`config.mk`:
```
export PLATFORM = sky130hd
export DESIGN_NAME = dm_arb
export DESIGN_NICKNAME = d
export VERILOG_FILES = /design/src/rtl/dm_arb.sv
export SDC_FILE = /design/constraint.sdc
export NUM_CORES = 1
export LEC_CHECK = 0
export ABC_AREA = 0
export BUFFER_PORTS_ARGS = -buffer_cell sky130_fd_sc_hd__clkbuf_2
export CORE_MARGIN = 2
export CORE_UTILIZATION = 45
export CTS_CLUSTER_SIZE = 24
export DETAILED_ROUTE_END_ITERATION = 12
export PLACE_DENSITY = 0.79
export SLEW_MARGIN = 20
export SYNTH_ARGS = -nofsm -noshare
export SYNTH_HDL_FRONTEND = slang
export SYNTH_SLANG_ARGS = --single-unit
```
`constraint.sdc`:
```
create_clock -name clk -period 1.6 [get_ports clk]
set_input_delay 0 -clock clk [delete_from_list [all_inputs] [get_ports clk]]
set_output_delay 0 -clock clk [all_outputs]
set_load 0.05 [all_outputs]
```
`src/rtl/dm_arb.sv`:
```
// ---------------------------------------------------------------------------
// dm_arb -- two-port arbiter in front of a single-ported data memory.
//
// Each access walks IDLE -> ACCESS -> RESP, so one access is in flight at a
// time and the requester sees its ack two cycles after its request is taken.
// Ties between the ports are broken round-robin. Define DM_ARB_FIXED_PRI_EN
// for fixed priority instead: port 0 always wins and the pointer stays at 0.
//
// Ports
//   clk, rst_n                 clock, asynchronous active-low reset
//   mX_req/we/addr/wdata       port X request (held until mX_ack)
//   mX_ack, mX_rdata           one-cycle completion pulse, read data (0 otherwise)
//   dm_addr, dm_din, dm_we     data memory address / write data / write strobe
//   dm_dout                    combinational read data from data memory
//   busy                       high whenever the FSM is not in IDLE
//   gnt_id                     port owning the current/last access
// ---------------------------------------------------------------------------
module dm_arb #(
    parameter int ADDR_W = 10
) (
    input  logic              clk,
    input  logic              rst_n,
    input  logic              m0_req,
    input  logic              m0_we,
    input  logic [ADDR_W-1:0] m0_addr,
    input  logic [31:0]       m0_wdata,
    output logic              m0_ack,
    output logic [31:0]       m0_rdata,
    input  logic              m1_req,
    input  logic              m1_we,
    input  logic [ADDR_W-1:0] m1_addr,
    input  logic [31:0]       m1_wdata,
    output logic              m1_ack,
    output logic [31:0]       m1_rdata,
    output logic [ADDR_W-1:0] dm_addr,
    output logic [31:0]       dm_din,
    output logic              dm_we,
    input  logic [31:0]       dm_dout,
    output logic              busy,
    output logic              gnt_id
);

    typedef enum logic [1:0] {IDLE, ACCESS, RESP} state_e;

    state_e              state_q, state_d;
    logic                ptr_q, ptr_d;
    logic                gnt_q, gnt_d;
    logic                we_q, we_d;
    logic [ADDR_W-1:0]   addr_q, addr_d;
    logic [31:0]         wdata_q, wdata_d;
    logic [31:0]         rdata_q, rdata_d;

    logic any_req;
    logic win;

    assign any_req = m0_req | m1_req;

`ifdef DM_ARB_FIXED_PRI_EN
    // Port 1 only wins when port 0 is not asking.
    assign win = ~m0_req;
`else
    // On a tie the pointer names the winner; a lone requester always wins.
    assign win = (m0_req & m1_req) ? ptr_q : m1_req;
`endif

    // ---------------- state register ----------------
    always_ff @(posedge clk or negedge rst_n) begin
        if (!rst_n) state_q <= IDLE;
        else        state_q <= state_d;
    end

    // ---------------- next-state logic ----------------
    always_comb begin
        state_d = state_q;
        unique case (state_q)
            IDLE:    if (any_req) state_d = ACCESS;
            ACCESS:  state_d = RESP;
            RESP:    state_d = IDLE;
            default: state_d = IDLE;
        endcase
    end

    // ---------------- request / data registers ----------------
    always_comb begin
        ptr_d   = ptr_q;
        gnt_d   = gnt_q;
        we_d    = we_q;
        addr_d  = addr_q;
        wdata_d = wdata_q;
        rdata_d = rdata_q;
        if (state_q == IDLE && any_req) begin
            gnt_d   = win;
            we_d    = win ? m1_we    : m0_we;
            addr_d  = win ? m1_addr  : m0_addr;
            wdata_d = win ? m1_wdata : m0_wdata;
`ifdef DM_ARB_FIXED_PRI_EN
            ptr_d   = 1'b0;
`else
            ptr_d   = ~win;
`endif
        end
        // Writes return zero so the requester never sees stale read data.
        if (state_q == ACCESS)
            rdata_d = we_q ? 32'h0 : dm_dout;
    end

    always_ff @(posedge clk or negedge rst_n) begin
        if (!rst_n) begin
            ptr_q   <= 1'b0;
            gnt_q   <= 1'b0;
            we_q    <= 1'b0;
            addr_q  <= '0;
            wdata_q <= '0;
            rdata_q <= '0;
        end else begin
            ptr_q   <= ptr_d;
            gnt_q   <= gnt_d;
            we_q    <= we_d;
            addr_q  <= addr_d;
            wdata_q <= wdata_d;
            rdata_q <= rdata_d;
        end
    end

    // ---------------- outputs ----------------
    // Everything decodes from registered state, so reset clears the
    // outputs asynchronously along with the FSM.
    always_comb begin
        busy     = (state_q != IDLE);
        dm_we    = (state_q == ACCESS) && we_q;
        dm_addr  = addr_q;
        dm_din   = wdata_q;
        gnt_id   = gnt_q;
        m0_ack   = (state_q == RESP) && !gnt_q;
        m1_ack   = (state_q == RESP) &&  gnt_q;
        m0_rdata = m0_ack ? rdata_q : 32'h0;
        m1_rdata = m1_ack ? rdata_q : 32'h0;
    end

endmodule

```
# Word level (Yosys, flattened, before mapping)
# Cells that the tools add are included.
[totals]
reg_bits = 79
in_bits = 122
output_inout_bits = 111
word_cells = 29
[op_classes]
n_eq_ne = 3
muxes = 9
n_bitwise = 3
reduce_logical = 7
[ops]
columns = ["op", "count"]
rows = [
  ["32-bit 2-to-1 mux", 4],
  ["10-bit 2-to-1 mux", 1],
  ["1-bit logical AND", 4],
  ["2-bit case mux with 2 select lines", 1],
  ["2-bit by 1-bit equality test with 1-bit output (second input constant)", 1],
  ["2-bit equality test (second input constant)", 1],
  ["2-bit zero test", 1],
  ["1-bit 2-to-1 mux", 2],
  ["2-bit 2-to-1 mux", 1],
  ["2-bit != test (second input constant)", 1],
  ["2-bit nonzero test", 1],
  ["1-bit bitwise AND", 1],
  ["1-bit zero test", 1],
  ["1-bit NOT", 1],
  ["1-bit OR", 1],
]

# Depth between registers and ports, before layout
# Gate-level depths: netlist of the first run.
[depth]
depth_word = 3
ltp_mapped = 7
mapped_depth_nobuf = 3

# Least setup slack after synthesis of the first run
# No wires, ideal clock.
[synth_timing]
path_type = "flip-flop to output port"
from = "register gnt_q (netlist: gnt_id)"
to = "output port m1_rdata[22]"
arrival_time_ns = 2.259
t_required_ns = 1.600
path_slack_ns = -0.659
path_stages_with_launch = 5
path_buffers = 1
path_cell_list = "dfrtp_1 -> inv_1 -> nor3b_1 -> clkbuf_1 -> and2_1"
[synth_between]
elab_chain_len = 2
[synth_lines]
columns = ["item", "line_no", "text"]
rows = [
  ["start, declared", "47", "logic gnt_q, gnt_d;"],
  ["start signal, assigned", "117", "gnt_q <= gnt_d;"],
  ["1-bit logical AND", "135", "m1_ack = (state_q == RESP) && gnt_q;"],
  ["via m1_ack", "33", "output logic m1_ack,"],
  ["32-bit 2-to-1 mux", "137", "m1_rdata = m1_ack ? rdata_q : 32'h0;"],
  ["end, declared", "34", "output logic [31:0] m1_rdata,"],
]
# The timed path passes the listed nets, and every way through them passes these cells.

# Worst setup path in the final report of the first run
[layout_timing]
from = "register state_q[0]"
to = "output port m0_rdata[12]"
[layout_between]
elab_chain_len = 3
[layout_lines]
columns = ["item", "line_no", "text"]
rows = [
  ["start, declared", "45", "state_e state_q, state_d;"],
  ["start signal, assigned", "69", "else state_q <= state_d;"],
  ["2-bit equality test", "134", "m0_ack = (state_q == RESP) && !gnt_q;"],
  ["1-bit logical AND", "134", ""],
  ["32-bit 2-to-1 mux", "136", "m0_rdata = m0_ack ? rdata_q : 32'h0;"],
  ["end, declared", "28", "output logic [31:0] m0_rdata,"],
]
# Every way passes these cells.

==> results of run 1 <==
==> metrics by stage <==
stage | utilization, % | cell area, um^2 | std cells
2_1_floorplan | - | 4310 | 477
3_3_place_gp | 62.1 | 5730 | 807
3_5_place_dp | 62.1 | 5730 | 807
4_1_cts | 83.6 | 7730 | 948
5_1_grt | 87.2 | 8060 | 957
6_report | 87.2 | 8060 | 957
==> state kept, by name, indices dropped and copies added (netlist names) <==
signal	count
ptr_q	1
dm_din	32
gnt_id	1
rdata_q	32
state_q	2
dm_addr	10
we_q	1
==> final timing paths <==
kind                             from      endpoint  slack (ns)
setup / recovery           state_q[0]  m0_rdata[12]       -0.08
hold / removal                  rst_n          we_q        0.05
setup reg to reg           state_q[0]    dm_din[19]        0.03
hold reg to reg                 ptr_q         ptr_q        0.52
max in group asynchronous       rst_n    rdata_q[1]        0.91
min in group clk               m1_req         ptr_q        0.30
==> cells in the final DEF (no fill, tap or decap), types with 5 or more instances in the layout <==
cell type | netlist | final
sky130_fd_sc_hd__clkbuf_8 | 0 | 10
sky130_fd_sc_hd__nand2_1 | 64 | 64
sky130_fd_sc_hd__a31oi_2 | 38 | 38
sky130_fd_sc_hd__nand3_1 | 43 | 43
sky130_fd_sc_hd__o21ai_0 | 70 | 70
sky130_fd_sc_hd__buf_8 | 0 | 58
sky130_fd_sc_hd__dlygate4sd3_1 | 0 | 120
sky130_fd_sc_hd__and2_4 | 1 | 63
sky130_fd_sc_hd__clkbuf_2 | 0 | 163
sky130_fd_sc_hd__o21ai_1 | 5 | 5
sky130_fd_sc_hd__buf_12 | 0 | 13
sky130_fd_sc_hd__a31oi_1 | 6 | 6
sky130_fd_sc_hd__buf_6 | 6 | 5
sky130_fd_sc_hd__buf_4 | 0 | 19
sky130_fd_sc_hd__dfrtp_1 | 79 | 76
sky130_fd_sc_hd__a21oi_1 | 44 | 44
==> timing repair <==
action,4_1_cts,5_1_grt
cloned,1,4
resized for setup,126,127
pin swaps,2,14
buffers inserted,5,5
hold buffers,120,0
hold endpoints to repair,155,0
setup endpoints to repair,66,88
==> metal layers <==
metal / vias up / wire length [um]
met3: 132 / 2510
met2: 559 / 10100
li1: 2341 / -
met5: - / 0
met4: 0 / 1370
met1: 2650 / 7260
==> cell families (layout without fill, tap and decap cells) <==
kind of cell | count (synthesis) | in the layout | share of synthesized area [%]
and+or+nand+nor | 180 | 180 | 21.4
AOI/OAI and AO/OA | 164 | 164 | 26.4
DFF | 79 | 79 | 46.3
buffers and inverters | 54 | 404 | 5.89
other | 0 | 1 | 0
==> area by class of cell <==
class	count	area, um^2
diodes	1	2.50
clock inverters	5	58.8
flip-flops and latches	79	1980
well taps	129	161
repair buffers	384	3460
fillers	402	1180
inverters	5	18.8
clock buffers	10	138
multi-input cells	344	2230
==> power by group <==
group          total [mW]  switching, mW  internal (mW)  leakage, nW
clock network        1.52          0.762          0.756       0.0944
logic                8.85           5.93           2.92         2.63
registers            3.90          0.920           2.98        0.948
==> results list, run 1 <==
- Global-route wire length before repair: 29600 um
- Async S/R FF share, synth: 100%
* Unique cell type count in the Yosys netlist: 22
* Clock Sinks: 79
* Total nets after synthesis: 599
* Worst-path cell with the longest stage delay: sky130_fd_sc_hd__dfrtp_2
* Setup repair after global routing missed its margin: true
- Failing checks: negative setup slack
- The final layout contains routed wiring with a total length of 21300 um.
- Area of the mapped netlist: 0.00427 mm^2
* Most used DFF post-synth: sky130_fd_sc_hd__dfrtp_1
- At the worst endpoint, the arrival time is 1.68 ns.
- Synthesis inferred 79 register bits.
- Global routing used 37.5% of the available tracks across all layers.
- Avg Synthesized Cell Area: 8.94 um^2
- Total vias in the final route: 5682
- The cell count after synthesis came out at 477.
* DIE HEIGHT: 101 um
* Crit path setup slack, layout: -0.0794 ns
* Type of element capturing the critical path: output pin
- Synth warnings: 0
- For this run, the slowest stage of the critical path takes ~0.47 ns.
* Antenna Violating Nets Remaining: 0
- CP Data Required Time: 1.60 ns
- Clock tree synthesis selected as its root buffer the cell sky130_fd_sc_hd__clkbuf_8.
* Met2 usage in global routing: ~63%
- Met3 Resource Use GR: between 10% and 20%
- Most crowded layer after global routing: met2
* Clock Latency Late Sink: 0.35 ns
* Minimum period implied by the final worst setup slack: between 1.5 and 2 ns
- Clock Skews: about 0.016 ns
* Number of enable flip-flop cells after synthesis: 0
- Full die area: 0.0103 mm^2
- Post-detailed-route wirelength per cell: 22.2 um
- During I/O placement, the number of pins put on the boundary was 233.
- Sorting the synthesized cells by area gives the leading types as sky130_fd_sc_hd__dfrtp_1 46%, sky130_fd_sc_hd__a31oi_2 11%, sky130_fd_sc_hd__and2_1 9.4%.
- For this design the static power due to leakage is 3.67 nW.
- After the first detailed-routing iteration, the DRC count stood at roughly 470.
- In the final design database the tool counted 945 nets.
- Number of max-slew violations in the final report: 0
- Starting density of the core: 46.2%
* Achievable Freq: 595 MHz
* Worst min-delay path class: input port to asynchronous set/reset pin
* Proportion of synthesized chip area in sequential cells: 46.3%
- Estimated wirelength of the detail-placed design: just under 9000 um
- Type of origin of the critical path: register
* Kind of critical path: register to output pin
- Clock transition at the register clock pins on the worst setup and hold paths after CTS: 0.09 ns
- Count of endpoints failing setup in the final report: 61
- Before CTS, the worst setup slack after placement is 0.196 ns.
* Post-route DRC violation count: 0
- The flow ran to the end, but the final reports show violations.
* Ordered list of cells on the worst path: nor3b_4 -> buf_6 -> clkbuf_16 -> and2_4 -> buf_8
- Number of standard-cell rows in the floorplan: 35
- The most common cell in the synthesized netlist is sky130_fd_sc_hd__dfrtp_1.
* Total congestion overflow: 0
- Number of buffer cells added on primary ports: 232
- The area growth from synthesis to layout is 88.8%.
- Cells on worst reg2reg path: 5
- Power consumption: 14.3 mW
- Along the worst path, the maximum fanout reaches 8.
- The commonest cells after synthesis are 79 x sky130_fd_sc_hd__dfrtp_1, 70 x sky130_fd_sc_hd__o21ai_0, 64 x sky130_fd_sc_hd__and2_1, 64 x sky130_fd_sc_hd__nand2_1, 44 x sky130_fd_sc_hd__a21oi_1.
- At the end of routability-driven placement, the weighted congestion stood at 0.839.
- Entering global routing, the biggest net connects 46 pins.
- Worst hold-check slack: 0.0507 ns
- For this run, global-route usage on met1 was measured as 43.0%.
- The die is 101 um wide.
- After detailed routing, the number of vias per cell comes to 5.94.
- Of the post-synthesis cell area, the dominant cell type holds a little under half.
- Cell count along the critical path: 5
- Setup total negative slack on the finished layout was measured at -2.35 ns.
- TritonCTS built the clock tree.
- The first TritonRoute pass finished after 6 iterations.
- At the pin with the least slew margin, the transition time is about 0.48 ns.
- The kind of cell with the highest combined delay along the critical path is buffers and inverters.
- The core region is 0.00924 mm^2.
- Area leader, netlist: sky130_fd_sc_hd__dfrtp_1
- The critical path contains buffers and inverters numbering 3 combined.
- Antenna violations before repair: 1
- Power spread over the standard cell area amounts to 1770 mW/mm^2.
- IR analysis of the VDD net gives a maximum drop of 1.38 mV.
* Max-Cap Viols: 0
* Cts bufs inserted: 9
- Final hold vios: 0
* Vias in the first global route: 5732
- The H-tree was split into 3 levels.
- Clk buf depth: 2
- After layout, the worst path uses 105% of the clock period.
- Measured against its own limit, the worst slew margin works out to about two thirds.
* Ratio of cells with drive above 1 in the final layout: between 40% and 50%
Note: power is estimated with default switching activity, not from simulation.
==> run 2, diff against run 1 <==
Clock period 1.6 ns to 2 ns, I/O delays scaled along.
==> run 2 against run 1 <==
Cell area fell by 13%; critical path type is now register to register; register-to-register slack improved by 0.03 ns; non-clock buffer count fell by 13; the run now ends clean.
==> results list, run 2 (synthesis results as in run 1) <==
- 1st-pass router iterations: 5 (was 6)
- The standard cell with the maximum stage delay on the critical path is sky130_fd_sc_hd__dlygate4sd3_1 (was sky130_fd_sc_hd__dfrtp_2).
* Cts bufs inserted: 9 (unchanged)
- Area growth from synthesis to layout: 63.7% (was 88.8%)
- Non-Filler Cell Area, Final: 0.00698 mm^2 (was 0.00806 mm^2)
- Max H-tree Level: 3 (unchanged)
- Clock Sinks: 79 (unchanged)
- Cells on worst reg2reg path: 5 (unchanged)
* Maximum number of pins on one net before global-route repair: 80 (was 46)
- IO Pins: 233 (unchanged)
- Arrival time reported for the critical path endpoint: 2.22 ns (was 1.68 ns)
* Cell at the root of the clock tree: sky130_fd_sc_hd__clkbuf_8 (unchanged)
- Met2 usage in global routing: 48.0% (was 63.4%)
- Number of buffer cells added on primary ports: 232 (unchanged)
* Met3 Resource Use GR: 5.87% (was 10.4%)
- Starting density of the core: 46.2% (unchanged)
* Seq. cell area: 0.00198 mm^2 (about the same)
* Final estimated routing congestion in global placement: 0.782 (was 0.839)
- The detailed-route DRC error count is 0 (unchanged).
- Achievable Freq: 515 MHz
- Clock tree from TritonCTS: yes (unchanged)
- Capture point of the worst reg-to-reg path: dm_addr[7] (was dm_din[19])
* Most crowded layer after global routing: met2 (unchanged)
- Antenna Violating Nets Remaining: 0 (unchanged)
- After layout, the minimum clock period comes to 1.94 ns.
* Kind of critical path: register to register (was register to output pin)
* Violation count after the first detailed-route iteration: 211 (was 474)
* Worst min-delay path class: input port to register (was input port to asynchronous set/reset pin)
* Area used by multi-input combinational logic: 0.00207 mm^2 (was 0.00223 mm^2)
* Stage delay of the slowest cell on the critical path: 0.57 ns (was 0.47 ns)
- The power density over cell area came to 1550 mW/mm^2 (was 1770 mW/mm^2).
- Worst hold-check slack: 0.310 ns (was 0.0507 ns)
* Total congestion overflow: 0 (unchanged)
- The overall fraction of global-route tracks in use is 27.8% (was 37.5%).
- The relative slew slack came to 33.7% (was 68.0%).
- The wire length of the first global-routing pass came to 22600 um (was 29600 um).
- The final count of negative-setup-slack endpoints was 0 (was 61).
- The total negative slack was 0 ns (was -2.35 ns).
- Full die area: 0.0103 mm^2 (unchanged)
- Ordered list of cells on the worst path: nor2_4 -> buf_6 -> a21oi_1 -> a31oi_2 -> dlygate4sd3_1 (was nor3b_4 -> buf_6 -> clkbuf_16 -> and2_4 -> buf_8).
* Total vias in the final route: 5015 (was 5682)
- Setup repair after global routing missed its margin: false (was true).
- The startpoint identified for the worst hold timing path is m0_req.
- Clock transition at the register clock pins on the worst setup and hold paths after CTS: 0.08 ns (was 0.09 ns)
- Final Core Density: 75.6% (was 87.2%)
- DIE HEIGHT: 101 um (unchanged)
- The commonest non-fill, non-tap cell in the layout is sky130_fd_sc_hd__clkbuf_2 (unchanged).
* Post-detailed-route wirelength per cell: 15.5 um (was 22.2 um)
- The nature of the critical path endpoint is a register (was output pin).
* Final hold vios: 0 (unchanged)
- CP Data Required Time: 2.28 ns (was 1.60 ns)
- Worst-path fanout max: 46 (was 8)
* Crit path launch: state_q[0] (unchanged)
- The detailed placer's ending HPWL is 8090 um (was 8910 um).
* Max-Cap Viols: 0 (unchanged)
- Startpoint of the most critical register-to-register path: state_q[0] (unchanged)
* Ratio of cells with drive above 1 in the final layout: 39.1% (was 47.3%)
- N_diodes: 0 (was 1)
- Cell Area, Placed: 0.00551 mm^2 (was 0.00573 mm^2)
- Die Span X: 101 um (unchanged)
- The post-detailed-route via-to-cell ratio is 5.32 (was 5.94).
- Antenna violations before repair: 0 (was 1)
- Number of max-slew violations in the final report: 0 (unchanged)
- Number of standard-cell rows in the floorplan: 35 (unchanged)
* Run status: finished clean (was finished, violations left)
- Total leakage power: 3.29 nW (was 3.67 nW)
- Vias in the first global route: 4821 (was 5732)
* Sum of routed wire length over all layers: 14700 um (was 21300 um)
- Final #Nets: 932 (was 945)
* Clk buf depth: 2 (unchanged)
- Worst VDD drop: 0.983 mV (was 1.38 mV)
* Clock Latency Late Sink: 0.35 ns (about the same)
- The actual slew at the worst max-slew pin came to 0.994 ns (was 0.480 ns).
* Minimum setup slack among reg-to-reg paths: 0.06 ns (was 0.03 ns)
* Type of origin of the critical path: register (unchanged)
- The total core area was 0.00924 mm^2 (unchanged).
- Terminating pin of the worst hold path: gnt_id
- The number of inserted filler cells in the final layout is 591 (was 402).
- Hold Path Stages: 4
- Clock Skews: 0.0153 ns (was 0.0158 ns)
- Met1 track demand over resource: 33.7% (was 43.0%)
- Leading cell types in the layout, fill and taps excluded: 231 x sky130_fd_sc_hd__clkbuf_2, 121 x sky130_fd_sc_hd__dlygate4sd3_1, 79 x sky130_fd_sc_hd__dfrtp_1, 69 x sky130_fd_sc_hd__o21ai_0, 64 x sky130_fd_sc_hd__nand2_1 (was 163 x sky130_fd_sc_hd__clkbuf_2, 120 x sky130_fd_sc_hd__dlygate4sd3_1, 76 x sky130_fd_sc_hd__dfrtp_1, 70 x sky130_fd_sc_hd__o21ai_0, 64 x sky130_fd_sc_hd__nand2_1).
* Share of the cycle needed by the critical path after routing: just under 100%
-- run 2: cell types whose count changed in the layout (fill, tap and decap cells not counted), moves of 6 or more --
cell,change
sky130_fd_sc_hd__clkbuf_2,+68
sky130_fd_sc_hd__and2_4,-62
sky130_fd_sc_hd__buf_8,-58
sky130_fd_sc_hd__and2_1,+55
sky130_fd_sc_hd__buf_12,-10
sky130_fd_sc_hd__and2_2,+7
sky130_fd_sc_hd__buf_4,-6
-- run 2: per-stage QoR --
| stage | cells | power, mW | worst slack (ns) |
|---|---|---|---|
| final | 943 | 10.8 | 0.0593 |
| after detailed placement | 802 | 8.44 | 0.539 |
| after global routing | 943 | 11.4 | 0.00626 |
| after global placement | 802 | 8.30 | 0.588 |
| after CTS | 938 | 10.6 | 0.0261 |
| after floorplan | 477 | 7.08 | -0.00473 |
-- run 2: final cells by class --
| cell class | count | area share (%) |
|---|---|---|
| Sequential cell | 79 | 28.3 |
| Clock buffer | 10 | 1.97 |
| Tap cell | 129 | 2.31 |
| Multi-Input combinational cell | 344 | 29.6 |
| Inverter | 5 | 0.305 |
| Clock inverter | 5 | 0.842 |
| Timing Repair Buffer | 371 | 36.6 |
-- run 2: timing repair --
| action | CTS | global route |
|---|---|---|
| hold buffers | 121 | 0 |
| setup endpoints to repair | 0 | 42 |
| resized for setup | 0 | 9 |
| setup buffers | 0 | 5 |
| endpoints found under the hold margin | 155 | 0 |
-- run 2: metal layers --
layer  routed length [um]  up-vias
met5                    0        -
met4                  416        0
met3                 1390       48
met2                 7280      324
met1                 5580     2327
li1                     -     2316
-- run 2: where the power goes --
part | total [mW] | internal (mW) | switching (mW)
Clock | 1.17 | 0.604 | 0.571
Combinational | 6.75 | 2.40 | 4.35
Sequential | 2.92 | 2.38 | 0.534
-- run 2: worst max-delay path by stage --
stage / endpoint / slack (ns) / cells past startpoint
2_1_floorplan: m1_rdata[22] / -0.005 / 4
3_3_place_gp: gnt_id / 0.59 / 4
3_5_place_dp: gnt_id / 0.54 / 4
4_1_cts: dm_din[12] / 0.03 / 5
5_1_grt: dm_din[11] / 0.006 / 5
6_report: dm_addr[7] / 0.06 / 5
-- run 2: critical path, delay by kind of cell (launching register included) --
kind            cells  cell delay, ns
flops               1            0.46
buf+inv             2            0.90
simple gates        1            0.13
compound gates      2            0.36
